--- config.mk ---
export PLATFORM = sky130hd
export DESIGN_NAME = draw_sprite_multi_flat
export DESIGN_NICKNAME = d
export VERILOG_FILES = /design/src/rtl/draw_sprite_multi_if.sv /design/src/rtl/draw_sprite_multi.sv /design/src/flat_wrapper.sv
export SDC_FILE = /design/constraint.sdc
export NUM_CORES = 1
export LEC_CHECK = 0
export ABC_CLOCK_PERIOD_IN_PS = 3200
export BUFFER_PORTS_ARGS = -buffer_cell sky130_fd_sc_hd__buf_2
export CORE_ASPECT_RATIO = 0.7
export CORE_MARGIN = 4
export CORE_UTILIZATION = 54
export CTS_CLUSTER_DIAMETER = 50
export DETAILED_ROUTE_END_ITERATION = 6
export GPL_TIMING_DRIVEN = 0
export PLACE_DENSITY_LB_ADDON = 0.3
export SYNTH_ARGS = -nofsm -noshare
export SYNTH_HDL_FRONTEND = slang
export SYNTH_SLANG_ARGS = --single-unit
--- constraint.sdc ---
create_clock -name clk60MHz -period 3.2 [get_ports clk60MHz]
set_input_delay 0 -clock clk60MHz [delete_from_list [all_inputs] [get_ports clk60MHz]]
set_output_delay 0 -clock clk60MHz [all_outputs]
set_load 0.01 [all_outputs]
--- src/rtl/draw_sprite_multi_if.sv ---
// vga_if: VGA pixel-stream bundle passed between overlay stages.
//   hcount, vcount : 12-bit raster position of the current pixel
//   hsync, vsync   : sync pulses
//   hblnk, vblnk   : blanking flags
//   rgb            : 12-bit colour {r[3:0], g[3:0], b[3:0]}
// Modport "in" is for a consumer of the stream and "out" is for a producer.
interface vga_if;
    logic [11:0] hcount;
    logic [11:0] vcount;
    logic        hsync;
    logic        vsync;
    logic        hblnk;
    logic        vblnk;
    logic [11:0] rgb;

    modport in  (input  hcount, vcount, hsync, vsync, hblnk, vblnk, rgb);
    modport out (output hcount, vcount, hsync, vsync, hblnk, vblnk, rgb);
endinterface

--- src/rtl/draw_sprite_multi.sv ---
// draw_sprite_multi: overlays NUM_SPRITES animated rectangular sprites on a
// VGA pixel stream. The output is the input stream delayed by 2 clocks. The rgb
// is replaced by the highest-priority visible sprite pixel, where slot 0 has
// the highest priority.
// Ports:
//   clk60MHz   pixel clock
//   rst_n      synchronous reset, active low
//   sprite_en  per-slot draw enable, latched at vblank start
//   anim_en    1 = step the animation frame every FRAME_DIV vblank starts
//   xpos/ypos  slot i position in bits [12i+:12], latched at vblank start
//   rgb_pixel  per-slot ROM data, 1 clock after pixel_addr
//   pixel_addr per-slot ROM address {frame, addry, addrx}
//   frame_idx  current animation frame
//   in / out   upstream / downstream VGA stream
module draw_sprite_multi #(
    parameter int          NUM_SPRITES = 2,
    parameter int          SPR_AW_X    = 6,
    parameter int          SPR_AW_Y    = 6,
    parameter int          FRAME_BITS  = 1,
    parameter int          FRAME_DIV   = 8,
    parameter logic [11:0] TRANSP_KEY  = 12'hF0F,
    localparam int         AW          = FRAME_BITS + SPR_AW_Y + SPR_AW_X
) (
    input  logic                      clk60MHz,
    input  logic                      rst_n,
    input  logic [NUM_SPRITES-1:0]    sprite_en,
    input  logic                      anim_en,
    input  logic [NUM_SPRITES*12-1:0] xpos,
    input  logic [NUM_SPRITES*12-1:0] ypos,
    input  logic [NUM_SPRITES*12-1:0] rgb_pixel,
    output logic [NUM_SPRITES*AW-1:0] pixel_addr,
    output logic [FRAME_BITS-1:0]     frame_idx,
    vga_if.in                         in,
    vga_if.out                        out
);

    localparam int          DIV_W    = (FRAME_DIV > 1) ? $clog2(FRAME_DIV) : 1;
    localparam logic [DIV_W-1:0] DIV_LAST = DIV_W'(FRAME_DIV - 1);
    localparam logic [12:0] SPR_W    = 13'(2 ** SPR_AW_X);
    localparam logic [12:0] SPR_H    = 13'(2 ** SPR_AW_Y);

    // Shadow copies of the slot positions and enables, held for a whole frame
    logic [11:0]            sx [NUM_SPRITES];
    logic [11:0]            sy [NUM_SPRITES];
    logic [NUM_SPRITES-1:0] en;

    logic                   vblnk_prev;
    logic                   vblank_rise;
    logic [DIV_W-1:0]       divider;

    logic [11:0]            addrx [NUM_SPRITES];
    logic [11:0]            addry [NUM_SPRITES];

    logic [11:0]            hcount_p1;
    logic [11:0]            vcount_p1;
    logic                   hsync_p1;
    logic                   vsync_p1;
    logic                   hblnk_p1;
    logic                   vblnk_p1;
    logic [11:0]            rgb_p1;

    logic [NUM_SPRITES-1:0] hit;
    logic [11:0]            rgb_mix;

    assign vblank_rise = in.vblnk && !vblnk_prev;

    // Shadow latch and animation counter, both updated only at vblank start
    always_ff @(posedge clk60MHz) begin
        if (!rst_n) begin
            vblnk_prev <= 1'b0;
            en         <= '0;
            divider    <= '0;
            frame_idx  <= '0;
            for (int i = 0; i < NUM_SPRITES; i++) begin
                sx[i] <= '0;
                sy[i] <= '0;
            end
        end else begin
            vblnk_prev <= in.vblnk;
            if (vblank_rise) begin
                en <= sprite_en;
                for (int i = 0; i < NUM_SPRITES; i++) begin
                    sx[i] <= xpos[12*i +: 12];
                    sy[i] <= ypos[12*i +: 12];
                end
                if (!anim_en) begin
                    divider <= '0;
                end else if (divider == DIV_LAST) begin
                    divider   <= '0;
                    frame_idx <= frame_idx + 1'b1;
                end else begin
                    divider <= divider + 1'b1;
                end
            end
        end
    end

    // Stage 0: ROM addresses, relative to each slot origin
    always_comb begin
        pixel_addr = '0;
        for (int i = 0; i < NUM_SPRITES; i++) begin
            addrx[i] = in.hcount - sx[i];
            addry[i] = in.vcount - sy[i];
            pixel_addr[AW*i +: AW] = {frame_idx, addry[i][SPR_AW_Y-1:0],
                                      addrx[i][SPR_AW_X-1:0]};
        end
    end

    // Stage 1: timing and rgb registered to align with the ROM data
    always_ff @(posedge clk60MHz) begin
        if (!rst_n) begin
            hcount_p1 <= '0;
            vcount_p1 <= '0;
            hsync_p1  <= 1'b0;
            vsync_p1  <= 1'b0;
            hblnk_p1  <= 1'b0;
            vblnk_p1  <= 1'b0;
            rgb_p1    <= '0;
        end else begin
            hcount_p1 <= in.hcount;
            vcount_p1 <= in.vcount;
            hsync_p1  <= in.hsync;
            vsync_p1  <= in.vsync;
            hblnk_p1  <= in.hblnk;
            vblnk_p1  <= in.vblnk;
            rgb_p1    <= in.rgb;
        end
    end

    // The compares are 13 bits wide, so a sprite near the right or bottom edge
    // is clipped and does not wrap to column or row 0.
    always_comb begin
        hit = '0;
        for (int i = 0; i < NUM_SPRITES; i++) begin
            hit[i] = en[i]
                && ({1'b0, hcount_p1} >= {1'b0, sx[i]})
                && ({1'b0, hcount_p1} <  ({1'b0, sx[i]} + SPR_W))
                && ({1'b0, vcount_p1} >= {1'b0, sy[i]})
                && ({1'b0, vcount_p1} <  ({1'b0, sy[i]} + SPR_H))
                && (rgb_pixel[12*i +: 12] != TRANSP_KEY);
        end
    end

    // Scan from lowest to highest priority so that slot 0 is applied last
    always_comb begin
        rgb_mix = rgb_p1;
        for (int i = NUM_SPRITES - 1; i >= 0; i--) begin
            if (hit[i]) begin
                rgb_mix = rgb_pixel[12*i +: 12];
            end
        end
        if (hblnk_p1 || vblnk_p1) begin
            rgb_mix = rgb_p1;
        end
    end

    // Stage 2: output register
    always_ff @(posedge clk60MHz) begin
        if (!rst_n) begin
            out.hcount <= '0;
            out.vcount <= '0;
            out.hsync  <= 1'b0;
            out.vsync  <= 1'b0;
            out.hblnk  <= 1'b0;
            out.vblnk  <= 1'b0;
            out.rgb    <= '0;
        end else begin
            out.hcount <= hcount_p1;
            out.vcount <= vcount_p1;
            out.hsync  <= hsync_p1;
            out.vsync  <= vsync_p1;
            out.hblnk  <= hblnk_p1;
            out.vblnk  <= vblnk_p1;
            out.rgb    <= rgb_mix;
        end
    end

endmodule
--- src/flat_wrapper.sv ---
// flat-port wrapper written by rule: the top's interface ports become plain ports
module draw_sprite_multi_flat 
#(
    parameter int          NUM_SPRITES = 2,
    parameter int          SPR_AW_X    = 6,
    parameter int          SPR_AW_Y    = 6,
    parameter int          FRAME_BITS  = 1,
    parameter int          FRAME_DIV   = 8,
    parameter logic [11:0] TRANSP_KEY  = 12'hF0F,
    localparam int         AW          = FRAME_BITS + SPR_AW_Y + SPR_AW_X
)
  (clk60MHz, rst_n, sprite_en, anim_en, xpos, ypos, rgb_pixel, pixel_addr, frame_idx, in_hcount, in_vcount, in_hsync, in_vsync, in_hblnk, in_vblnk, in_rgb, out_hcount, out_vcount, out_hsync, out_vsync, out_hblnk, out_vblnk, out_rgb);
  vga_if in_i ();
  vga_if out_i ();
  input  logic clk60MHz;
  input  logic rst_n;
  input  logic [NUM_SPRITES-1:0] sprite_en;
  input  logic anim_en;
  input  logic [NUM_SPRITES*12-1:0] xpos;
  input  logic [NUM_SPRITES*12-1:0] ypos;
  input  logic [NUM_SPRITES*12-1:0] rgb_pixel;
  output logic [NUM_SPRITES*AW-1:0] pixel_addr;
  output logic [FRAME_BITS-1:0] frame_idx;
  input wire logic [$bits(in_i.hcount)-1:0] in_hcount;
  input wire logic [$bits(in_i.vcount)-1:0] in_vcount;
  input wire logic [$bits(in_i.hsync)-1:0] in_hsync;
  input wire logic [$bits(in_i.vsync)-1:0] in_vsync;
  input wire logic [$bits(in_i.hblnk)-1:0] in_hblnk;
  input wire logic [$bits(in_i.vblnk)-1:0] in_vblnk;
  input wire logic [$bits(in_i.rgb)-1:0] in_rgb;
  output wire logic [$bits(out_i.hcount)-1:0] out_hcount;
  output wire logic [$bits(out_i.vcount)-1:0] out_vcount;
  output wire logic [$bits(out_i.hsync)-1:0] out_hsync;
  output wire logic [$bits(out_i.vsync)-1:0] out_vsync;
  output wire logic [$bits(out_i.hblnk)-1:0] out_hblnk;
  output wire logic [$bits(out_i.vblnk)-1:0] out_vblnk;
  output wire logic [$bits(out_i.rgb)-1:0] out_rgb;
  assign in_i.hcount = in_hcount;
  assign in_i.vcount = in_vcount;
  assign in_i.hsync = in_hsync;
  assign in_i.vsync = in_vsync;
  assign in_i.hblnk = in_hblnk;
  assign in_i.vblnk = in_vblnk;
  assign in_i.rgb = in_rgb;
  assign out_hcount = out_i.hcount;
  assign out_vcount = out_i.vcount;
  assign out_hsync = out_i.hsync;
  assign out_vsync = out_i.vsync;
  assign out_hblnk = out_i.hblnk;
  assign out_vblnk = out_i.vblnk;
  assign out_rgb = out_i.rgb;
  draw_sprite_multi #(.NUM_SPRITES(NUM_SPRITES), .SPR_AW_X(SPR_AW_X), .SPR_AW_Y(SPR_AW_Y), .FRAME_BITS(FRAME_BITS), .FRAME_DIV(FRAME_DIV), .TRANSP_KEY(TRANSP_KEY)) u_core (.clk60MHz(clk60MHz), .rst_n(rst_n), .sprite_en(sprite_en), .anim_en(anim_en), .xpos(xpos), .ypos(ypos), .rgb_pixel(rgb_pixel), .pixel_addr(pixel_addr), .frame_idx(frame_idx), .in(in_i), .out(out_i));
endmodule
# --- After elaboration in Yosys (flattened, before gate mapping) ---
# Memories as Yosys holds them, arrays and structs flattened.
# Cells that the tools add are included.
totals:
  ff_bits: 86
  mem_bits_rw: 48
  input_bits: 117
  output_inout_bits: 67
  memories: 2
classes:
  n_addsub: 10
  magnitude_cmp: 8
  eq_ne: 3
  n_mux: 13
  bitwise_logic: 4
  n_reduce_logical: 14
mem_list:
  columns: ["name", "words", "word_bits", "rd", "rd_ports_with_merged_regs", "write_ports", "line", "source"]
  rows:
  - ["u_core.sx", 2, 12, 2, 0, 2, "draw_sprite_multi.sv:43", "logic [11:0] sx [NUM_SPRITES];"]
  - ["u_core.sy", 2, 12, 2, 0, 2, "draw_sprite_multi.sv:44", "logic [11:0] sy [NUM_SPRITES];"]
ops:
  columns: ["op", "count"]
  rows:
  - ["$mux 12", 7]
  - ["$add 12x7->13 const B", 4]
  - ["$lt 12x13->1", 4]
  - ["$ge 12x12->1", 4]
  - ["$ne 12x12->1 const B", 2]
  - ["$sub 6x6->6", 4]
  - ["$logic_and 1x1->1", 11]
  - ["$mux 3", 2]
  - ["$mux 1", 4]
  - ["$or 1x1->1", 4]
  - ["$add 3x1->3 const B", 1]
  - ["$eq 3x3->1 const B", 1]
  - ["$reduce_and 3->1", 1]
  - ["$add 1x1->1 const B", 1]
  - ["$logic_not 1->1", 1]
  - ["$logic_or 1x1->1", 1]

# --- Depth between registers and ports, before layout ---
# Gate-level depths: netlist of the first run.
depth:
  word_depth: 9
  depth_mapped: 12

# --- Least setup slack after synthesis of the first run ---
# No wires, ideal clock.
synth_timing:
  path_type: "register to register"
  from: "memory u_core.sy[1][6] (netlist: u_core.sy[0][18])"
  to: "register u_core.out.rgb[0]"
  setup_time_ps: 119
  arrival_time_ps: 2472
  required_ps: 3081
  setup_slack_ps: 610
  stages_incl_launch_ff: 12
  path_buffers: 1
  period_less_slack_ps: 2590
  cell_sequence: "edfxtp_1 -> ha_1 -> inv_1 -> ha_1 -> nor2b_1 -> a221o_1 -> a21o_1 -> o21ai_2 -> o2111ai_1 -> a31o_1 -> buf_6 -> o221a_1"
synth_lines:
  columns: ["item", "line", "source"]
  rows:
  - ["start, declared", "draw_sprite_multi.sv:44", null]
  - ["end signal, assigned", "draw_sprite_multi.sv:174", "out.rgb <= rgb_mix;"]
  - ["end, declared", "draw_sprite_multi_if.sv:17", "modport out (output hcount, vcount, hsync, vsync, hblnk, vblnk, rgb);"]

==> impl_metrics.tcl, run 1 <==
set metrics [dict create \
    outcome "complete, no violations" \
    power_switching_w 0.00130 \
    routed_via_density 5.22 \
    clkSinkCount 134 \
    setup_viol 0 \
    relSlewSlack 0.527 \
    p_leak_nw 4.83 \
    synthArstFlopShare 0 \
    num-fill-cells 842 \
    cts_tree "built" \
    numPortBuffers 183 \
    powerDensity_nw_per_um2 480 \
    cts_max_path_buffers 2 \
    post-dp-hpwl_um 13900 \
    setup_tns_ns 0 \
    final_common_cell "buf_2" \
    synthCells 703 \
    root_buffer "clkbuf_16" \
    synth_nets 922 \
    post-route-util 0.779 \
    htree_levels 4 \
    ir_drop_mv 0.364 \
    fmax_mhz 328 \
    grt_pass1_wl_um 33300 \
    wire_per_inst_um 17.1 \
    worstPathRequired_ns 3.50 \
    start_util 0.555 \
    grt.overflow.total 0 \
    die-area_um2 15600 \
    design_area_um2 10300 \
    power_frac_comb 0.191 \
    placed_cell_area_um2 8540 \
    min_path_cells 3 \
    tightest_slew_ns 0.709 \
    vias 6374 \
    finalCritPeriodShare 0.952 \
    multi_input_area_um2 3850 \
    cp-end-kind "flop" \
    antenna_found_initial 0 \
    layout_common_cells "buf_2, and2_1, dlygate4sd3_1" \
    swShare 0.261 \
    reg2reg_depth 12 \
    cp.arrival_ns 3.34 \
    min_period_ns 3.05 \
    nets 1243 \
    ys_types 51 \
    cap_viol_max_count 0 \
    rsz0062_at_grt "false" \
    clkPwrFrac 0.420 \
    synth_seq_cells 134 \
    intPower_w 0.00367 \
    seq_area_um2 3160 \
    n_antenna_cell 0 \
    die_w_um 148 \
    routed_wl_um 20900 \
    hold_class "primary input to flop" \
    grt_max_degree 41 \
    num_io_pins 184 \
    timing.hold.ws_ns 0.0212 \
    grt.total_usage 0.272 \
    synth-seq-area-share 0.429 \
    antenna_left 0 \
    first_global_vias 6738 \
    avgSynthCellArea_um2 10.5 \
    seqPwrFrac 0.389 \
    numCtsBuffers 17 \
    finClkSkew_ns 0.00993 \
    drt_iter0_markers 394 \
    gp_congestion 0.879 \
    slew_viol_final 0 \
    path_class "flop to flop" \
    start_kind "flop" \
    synth_edf_count 48 \
    clk_latency_ns 0.42 \
    fp.coreArea_um2 13300 \
    path_clk_slew_ns 0.06 \
    ys_warn_count 0 \
    drive_above_1_share 0.222 \
    dr.pass1.iters 5 \
    areaGrowthSynthToFinish_pct 40.3 \
    rows 35 \
    drc 0 \
    finalPower_w 0.00496 \
    hold_viol 0 \
    synthesis.area_um2 7370 \
    synthFlopType "dfxtp_1" \
    die_y_um 106 \
    crit_path_max_fanout 10 \
]
cells in the mapped netlist, types with 11 or more instances:
master / count / area share
ha_1: 98 / 0.17
a21o_1: 23 / 0.023
a21oi_1: 36 / 0.024
and2_1: 117 / 0.099
inv_1: 71 / 0.036
nor2b_1: 11 / 0.0093
edfxtp_1: 48 / 0.20
dfxtp_1: 86 / 0.23
xnor2_1: 33 / 0.039
o221a_1: 12 / 0.018
nand2_1: 17 / 0.0087
o21a_1: 15 / 0.015
clkbuf_1: 14 / 0.0071
nand3_1: 24 / 0.016
worst paths after layout:
check | from | endpoint | slack, ns
max | u_core.sy[0][6]$_SDFFCE_PN0P_ | u_core.out.rgb[8]$_SDFF_PN0_ | 0.15
min | rgb_pixel[11] | u_core.out.rgb[11]$_SDFF_PN0_ | 0.02
max reg2reg | u_core.sy[0][6]$_SDFFCE_PN0P_ | u_core.out.rgb[8]$_SDFF_PN0_ | 0.15
min reg2reg | u_core.hsync_p1$_SDFF_PN0_ | u_core.out.hsync$_SDFF_PN0_ | 0.43
power groups by stage:
| stage | clock [W] | sequential [W] | combinational [W] |
|---|---|---|---|
| 5_1_grt | 0.00218 | 0.00194 | 0.00106 |
| 2_1_floorplan | 0 | 0.00196 | 0.000512 |
| 3_3_place_gp | 0 | 0.00196 | 0.000789 |
| 6_report | 0.00208 | 0.00193 | 0.000949 |
| 3_5_place_dp | 0 | 0.00196 | 0.000809 |
| 4_1_cts | 0.00208 | 0.00193 | 0.000926 |
metal layers:
| layer | vias up | track usage | part of all wire | wire, um |
|---|---|---|---|---|
| met4 | 0 | 0.113 | 0.033 | 680 |
| met3 | 60 | 0.0640 | 0.054 | 1130 |
| li1 | 3106 | - | - | - |
| met5 | - | 0 | 0 | 0 |
| met2 | 244 | 0.455 | 0.48 | 9950 |
| met1 | 2964 | 0.339 | 0.44 | 9140 |
state kept, by name (all words and copies together), names as in the netlist, 2 cells and up:
register           flops
u_core.divider         3
u_core.hcount_p1      12
u_core.out.rgb        12
u_core.sy             24
u_core.out.hcount     12
u_core.out.vcount     12
u_core.sx             24
u_core.rgb_p1         12
u_core.vcount_p1      12
u_core.en              2
logic make-up after synthesis:
logic type      share of synthesized area
buf+inv                            0.0499
xor+xnor                           0.0440
simple gates                        0.168
flops                               0.429
fa+ha+maj                           0.177
compound gates                      0.132
layout make-up:
type / instances / share of cell area
Inverter: 71 / 0.0258
Clock buffer: 19 / 0.0428
Buffer: 19 / 0.00980
Timing Repair Buffer: 302 / 0.204
Tap cell: 185 / 0.0224
Clock inverter: 13 / 0.0174
Multi-Input combinational cell: 479 / 0.372
Sequential cell: 134 / 0.306
worst max-delay path: stages (launching register included):
cell	delay (ns)
edfxtp_1	0.46
ha_1	0.27
nand3_1	0.12
xnor2_1	0.14
ha_1	0.27
a21o_1	0.18
a21oi_1	0.20
o2111ai_1	0.16
a211oi_2	0.33
nand4_2	0.24
buf_6	0.22
o21a_1	0.20
o221a_1	0.14
metrics by stage:
stage               instances  setup slack, ns
finish                   1222            0.154
global placement         1071            0.282
CTS                      1218            0.273
global route             1222           0.0245
detailed placement       1072            0.293
floorplan                 703            0.610
timing repair:
action,4_1_cts,5_1_grt
setup buffers,0,3
endpoints found under the setup margin,0,10
gates resized for setup,0,1
endpoints found under the hold margin,105,1
hold buffers,114,1
No activity file was read; power rests on OpenSTA's default activity.
==> run 2: changes to the inputs <==
ABC_CLOCK_PERIOD_IN_PS = 3100   (was 3200)
clock period = 3.1 ns   (was 3.2 ns; I/O delays follow)
==> run 2 against run 1 <==
Net effect: worst setup slack worse by 0.076 ns; first-iteration DRC count up 3.3%; maximum frequency up 0.78%; via count up 0.45%; worst hold slack about the same; critical path depth unchanged; non-clock buffer count up 5.
==> impl_metrics.tcl, run 2 (same netlist as run 1, synthesis figures left out) <==
set metrics [dict create \
    outcome "complete, no violations" \
    grt.total_usage 0.272 \
    clkPwrFrac 0.420 \
    clkSinkCount 134 \
    cp_num_buf_inv 1 \
    antenna_found_initial 0 \
    path_clk_slew_ns 0.06 \
    first_global_vias 6738 \
    crit_family "compound AO/OA/AOI/OAI gates" \
    hold_viol 0 \
    place_ws_ns 0.193 \
    numPortBuffers 183 \
    largestRegisters "u_core.sx: 24 flops, u_core.sy: 24 flops" \
    gp_congestion 0.879 \
    final_common_cell "buf_2" \
    cpMaxStageDelayCell "edfxtp_1" \
    cp.arrival_ns 3.32 \
    fp.coreArea_um2 13300 \
    path_class "flop to flop" \
    nets 1248 \
    reg2reg_slack_ns 0.08 \
    start_util 0.555 \
    seqPwrFrac 0.388 \
    path_cells "ha_2 > nand3_1 > xnor2_1 > ha_1 > a21o_1 > a21oi_1 > o2111ai_1 > a211oi_2 > nand4_2 > buf_6 > o21a_1 > o221a_1" \
    drive_above_1_share 0.228 \
    powerDensity_nw_per_um2 494 \
    rr_endpoint "u_core.out.rgb[8]$_SDFF_PN0_" \
    reg2reg_depth 12 \
    timing.hold.ws_ns 0.0214 \
    hold_class "primary input to flop" \
    die_y_um 106 \
    power_switching_w 0.00135 \
    htree_levels 4 \
    ir_drop_mv 0.374 \
    r2r_start "u_core.sy[0][6]$_SDFFCE_PN0P_" \
    cp-end-kind "flop" \
    worstPathRequired_ns 3.40 \
    swShare 0.262 \
    relSlewSlack 0.530 \
    post-dp-hpwl_um 13900 \
    root_buffer "clkbuf_16" \
    grt_max_degree 41 \
    crit_cells 12 \
    worst_slack_ns 0.0774 \
    rows 35 \
    start_kind "flop" \
    drc 0 \
    fmax_mhz 331 \
    clk_latency_ns 0.42 \
    num-fill-cells 832 \
    die_w_um 148 \
    grt_pass1_wl_um 33300 \
    vias 6403 \
    post-route-util 0.783 \
    power_frac_comb 0.193 \
    routed_via_density 5.22 \
    setup_tns_ns 0 \
    numCtsBuffers 17 \
    crit_path_max_fanout 5 \
    p_leak_nw 4.85 \
    setup_viol 0 \
    finClkSkew_ns 0.00960 \
    cts_tree "built" \
    min_period_ns 3.02 \
    layout_common_cells "buf_2, and2_1, dlygate4sd3_1" \
    cts_max_path_buffers 2 \
    n_antenna_cell 0 \
    dr.pass1.iters 6 \
    slew_viol_final 0 \
    endpoint "u_core.out.rgb[8]$_SDFF_PN0_" \
    cp-startpoint "u_core.sy[0][6]$_SDFFCE_PN0P_" \
    num_io_pins 184 \
    tightest_slew_ns 0.705 \
    cap_viol_max_count 0 \
    slowest_delay_ns 0.42 \
    wire_per_inst_um 17.2 \
    antenna_left 0 \
    intPower_w 0.00379 \
    drt_iter0_markers 407 \
    areaGrowthSynthToFinish_pct 41.0 \
    routed_wl_um 21100 \
    finalCritPeriodShare 0.975 \
    grt.overflow.total 0 \
    die-area_um2 15600 \
]
[run 2: cell types whose count changed in the layout (fill, tap and decap cells not counted)]
| cell | previous run | this run |
|---|---|---|
| a21oi_2 | 0 | 1 |
| ha_1 | 98 | 97 |
| o2bb2ai_1 | 1 | 0 |
| ha_2 | 0 | 1 |
| buf_4 | 5 | 10 |
| o2bb2ai_2 | 0 | 1 |
| a21oi_1 | 36 | 35 |
[run 2: how the worst min path moves through the flow]
stage | slack (ns) | end | from | cells after the start
final | 0.02 | u_core.out.rgb[11]$_SDFF_PN0_ | rgb_pixel[11] | 3
after global placement | 0.20 | u_core.vsync_p1$_SDFF_PN0_ | in_vsync | 2
after detailed placement | 0.21 | u_core.hsync_p1$_SDFF_PN0_ | in_hsync | 2
after CTS | 0.002 | u_core.out.rgb[0]$_SDFF_PN0_ | rgb_pixel[0] | 3
after floorplan | 0.12 | u_core.hcount_p1[0]$_SDFF_PN0_ | in_hcount[0] | 1
after global routing | 0.03 | u_core.out.rgb[11]$_SDFF_PN0_ | rgb_pixel[11] | 3
[run 2: area by class of cell]
cell class | instances | area (um^2) | area share
multi-input cells | 479 | 3860 | 0.371
flip-flops and latches | 134 | 3160 | 0.304
repair buffers | 307 | 2150 | 0.207
clock buffers | 19 | 443 | 0.0426
inverters | 71 | 267 | 0.0256
well taps | 185 | 231 | 0.0223
clock inverters | 13 | 180 | 0.0173
plain buffers | 19 | 101 | 0.00975
[run 2: routing by layer]
metal | wire (um) | global-route usage | share of wire | vias to the layer above
met5 | 0 | 0 | 0 | -
met4 | 680 | 0.113 | 0.032 | 0
met3 | 1280 | 0.0640 | 0.061 | 62
met1 | 9080 | 0.339 | 0.43 | 2957
met2 | 10000 | 0.455 | 0.48 | 268
li1 | - | - | - | 3116
[run 2: power groups by stage]
| stage | Clock [W] | Combinational, W | Sequential, W |
|---|---|---|---|
| 6_report | 0.00215 | 0.000989 | 0.00199 |
| 5_1_grt | 0.00225 | 0.00110 | 0.00200 |
| 4_1_cts | 0.00215 | 0.000956 | 0.00199 |
| 3_5_place_dp | 0 | 0.000835 | 0.00203 |
| 3_3_place_gp | 0 | 0.000814 | 0.00203 |
| 2_1_floorplan | 0 | 0.000528 | 0.00202 |
[run 2: worst register-to-register path, stage by stage (launching register included)]
cell and delay [ns]:
edfxtp_1 0.42, ha_2 0.23, nand3_1 0.11, xnor2_1 0.16, ha_1 0.30, a21o_1 0.18
a21oi_1 0.19, o2111ai_1 0.16, a211oi_2 0.33, nand4_2 0.26, buf_6 0.22, o21a_1 0.20
o221a_1 0.15
[run 2: per-stage QoR]
step | std cells | area [um^2] | total power, W
2_1_floorplan | 703 | 7370 | 0.00255
3_3_place_gp | 1071 | 8520 | 0.00284
3_5_place_dp | 1072 | 8540 | 0.00286
4_1_cts | 1218 | 10300 | 0.00509
5_1_grt | 1227 | 10400 | 0.00535
6_report | 1227 | 10400 | 0.00514
[run 2: timing repair]
action | 4_1_cts | 5_1_grt
resized for setup | 0 | 6
hold buffers | 114 | 1
hold endpoints to repair | 105 | 1
endpoints found under the setup margin | 0 | 10
setup buffers | 0 | 7
==> run 3: changes to the inputs <==
PLACE_DENSITY = 0.88   (was default)
PLACE_DENSITY_LB_ADDON = default   (was 0.3)
==> run 3 against run 2 <==
Net effect: final cell count shrank 0.49%; worst hold slack gained 0.090 ns; clock-buffer cell count shrank 2; highest routed layer unchanged; critical path depth is the same; critical path type unchanged; first-iteration DRC count shrank 4.2%; global-route usage grew 2.4 points; clock power shrank 11%; register-to-register slack gained 0.04 ns; sequential power is essentially flat.
==> impl_metrics.tcl, run 3 (same netlist as run 1, synthesis figures left out) <==
set metrics [dict create \
    antenna_found_initial 0 \
    reg2reg_slack_ns 0.12 \
    clk_latency_ns 0.42 \
    powerDensity_nw_per_um2 481 \
    path_cells "ha_1 > nand3_1 > xnor2_1 > ha_1 > a21o_1 > a21oi_2 > o221ai_1 > a21oi_1 > o2111ai_2 > a31o_1 > buf_6 > o221a_1" \
    path_class "flop to flop" \
    num_io_pins 184 \
    intPower_w 0.00348 \
    finalCritPeriodShare 0.963 \
    root_buffer "clkbuf_16" \
    cts_max_path_buffers 2 \
    cp.arrival_ns 3.29 \
    slowest_delay_ns 0.47 \
    routed_via_density 5.41 \
    cpMaxStageDelayCell "edfxtp_1" \
    crit_path_max_fanout 10 \
    power_switching_w 0.00146 \
    swShare 0.296 \
    largestRegisters "u_core.sx: 24 flops, u_core.sy: 24 flops" \
    wire_per_inst_um 18.8 \
    grt.overflow.total 0 \
    antenna_left 0 \
    ir_drop_mv 0.464 \
    fmax_mhz 335 \
    numCtsBuffers 17 \
    design_area_um2 10300 \
    drc 0 \
    placed_cell_area_um2 8540 \
    drt_iter0_markers 390 \
    grt_pass1_wl_um 36000 \
    setup_viol 0 \
    clkSinkCount 134 \
    routed_wl_um 22900 \
    worstPathRequired_ns 3.40 \
    first_global_vias 7025 \
    relSlewSlack 0.555 \
    cp-end-kind "flop" \
    seqPwrFrac 0.404 \
    vias 6603 \
    slew_viol_final 0 \
    cts_tree "built" \
    finClkSkew_ns 0.0119 \
    crit_top_cell "ha_1" \
    die_w_um 148 \
    timing.hold.ws_ns 0.111 \
    hold_viol 0 \
    nets 1242 \
    grt.total_usage 0.296 \
    cp_num_buf_inv 1 \
    cap_viol_max_count 0 \
    power_frac_comb 0.206 \
    htree_levels 4 \
    crit_family "compound AO/OA/AOI/OAI gates" \
    hold_class "primary input to flop" \
    min_period_ns 2.98 \
    num-fill-cells 777 \
    start_kind "flop" \
    fp.coreArea_um2 13300 \
    rows 35 \
    numPortBuffers 183 \
    grt_max_degree 26 \
    areaGrowthSynthToFinish_pct 39.4 \
    start_util 0.555 \
    post-dp-hpwl_um 14500 \
    p_leak_nw 4.80 \
    outcome "complete, no violations" \
    gp_congestion 0.911 \
    final_common_cell "buf_2" \
    die_y_um 106 \
    layout_common_cells "buf_2, and2_1, dlygate4sd3_1" \
    n_antenna_cell 0 \
    path_clk_slew_ns 0.07 \
    drive_above_1_share 0.224 \
    die-area_um2 15600 \
    dr.pass1.iters 6 \
    finalPower_w 0.00494 \
    tightest_slew_ns 0.665 \
    clkPwrFrac 0.390 \
]
## run 3: cell count changes in the layout (fill, tap and decap cells not counted), moves of 2 or more
cell,before,now
clkinv_2,3,1
inv_4,0,3
inv_8,0,2
bufinv_16,4,0
clkinv_4,3,1
inv_6,0,6
buf_4,10,4
## run 3: metal layers
layer | wire length (um) | vias to the layer above | global-route usage
li1 | - | 3106 | -
met1 | 9310 | 3053 | 0.363
met2 | 10600 | 369 | 0.491
met3 | 2090 | 75 | 0.0804
met4 | 930 | 0 | 0.132
met5 | 0 | - | 0
## run 3: worst paths after layout
check,startpoint,to,cells past startpoint
min reg2reg,u_core.vsync_p1$_SDFF_PN0_,u_core.out.vsync$_SDFF_PN0_,1
min,rgb_pixel[6],u_core.out.rgb[6]$_SDFF_PN0_,3
max,u_core.sx[0][18]$_SDFFCE_PN0P_,u_core.out.rgb[8]$_SDFF_PN0_,12
max reg2reg,u_core.sx[0][18]$_SDFFCE_PN0P_,u_core.out.rgb[8]$_SDFF_PN0_,12
## run 3: per-stage QoR
step	TNS, ns	util	setup slack [ns]	std cells
final	0	0.774	0.115	1221
after global routing	-0.0127	0.774	-0.0127	1221
after CTS	0	0.772	0.0426	1219
after detailed placement	0	0.644	0.0653	1072
after global placement	0	0.642	0.171	1071
after floorplan	0	-	0.510	703
## run 3: power groups by stage
stage,sequential (W),clock (W),combinational [W]
after floorplan,0.00202,0,0.000528
after global placement,0.00203,0,0.000823
after detailed placement,0.00203,0,0.000848
after CTS,0.00199,0.00193,0.000971
after global routing,0.00200,0.00201,0.00112
final,0.00200,0.00192,0.00102
## run 3: layout make-up
class | instances | area [um^2] | share of cell area
repair buffers | 301 | 2100 | 0.205
clock buffers | 17 | 425 | 0.0414
well taps | 185 | 231 | 0.0225
clock inverters | 15 | 131 | 0.0128
plain buffers | 19 | 101 | 0.00986
inverters | 71 | 267 | 0.0259
flip-flops and latches | 134 | 3160 | 0.308
multi-input cells | 479 | 3850 | 0.375
## run 3: timing repair
item | CTS | global route
setup buffers | 0 | 2
resized for setup | 0 | 2
hold endpoints to repair | 105 | 0
endpoints found under the setup margin | 0 | 10
hold buffers | 115 | 0
## run 3: worst min-delay path, stage by stage
cell and delay (ns):
buf_2 0.13, o21a_1 0.22, o221a_1 0.13
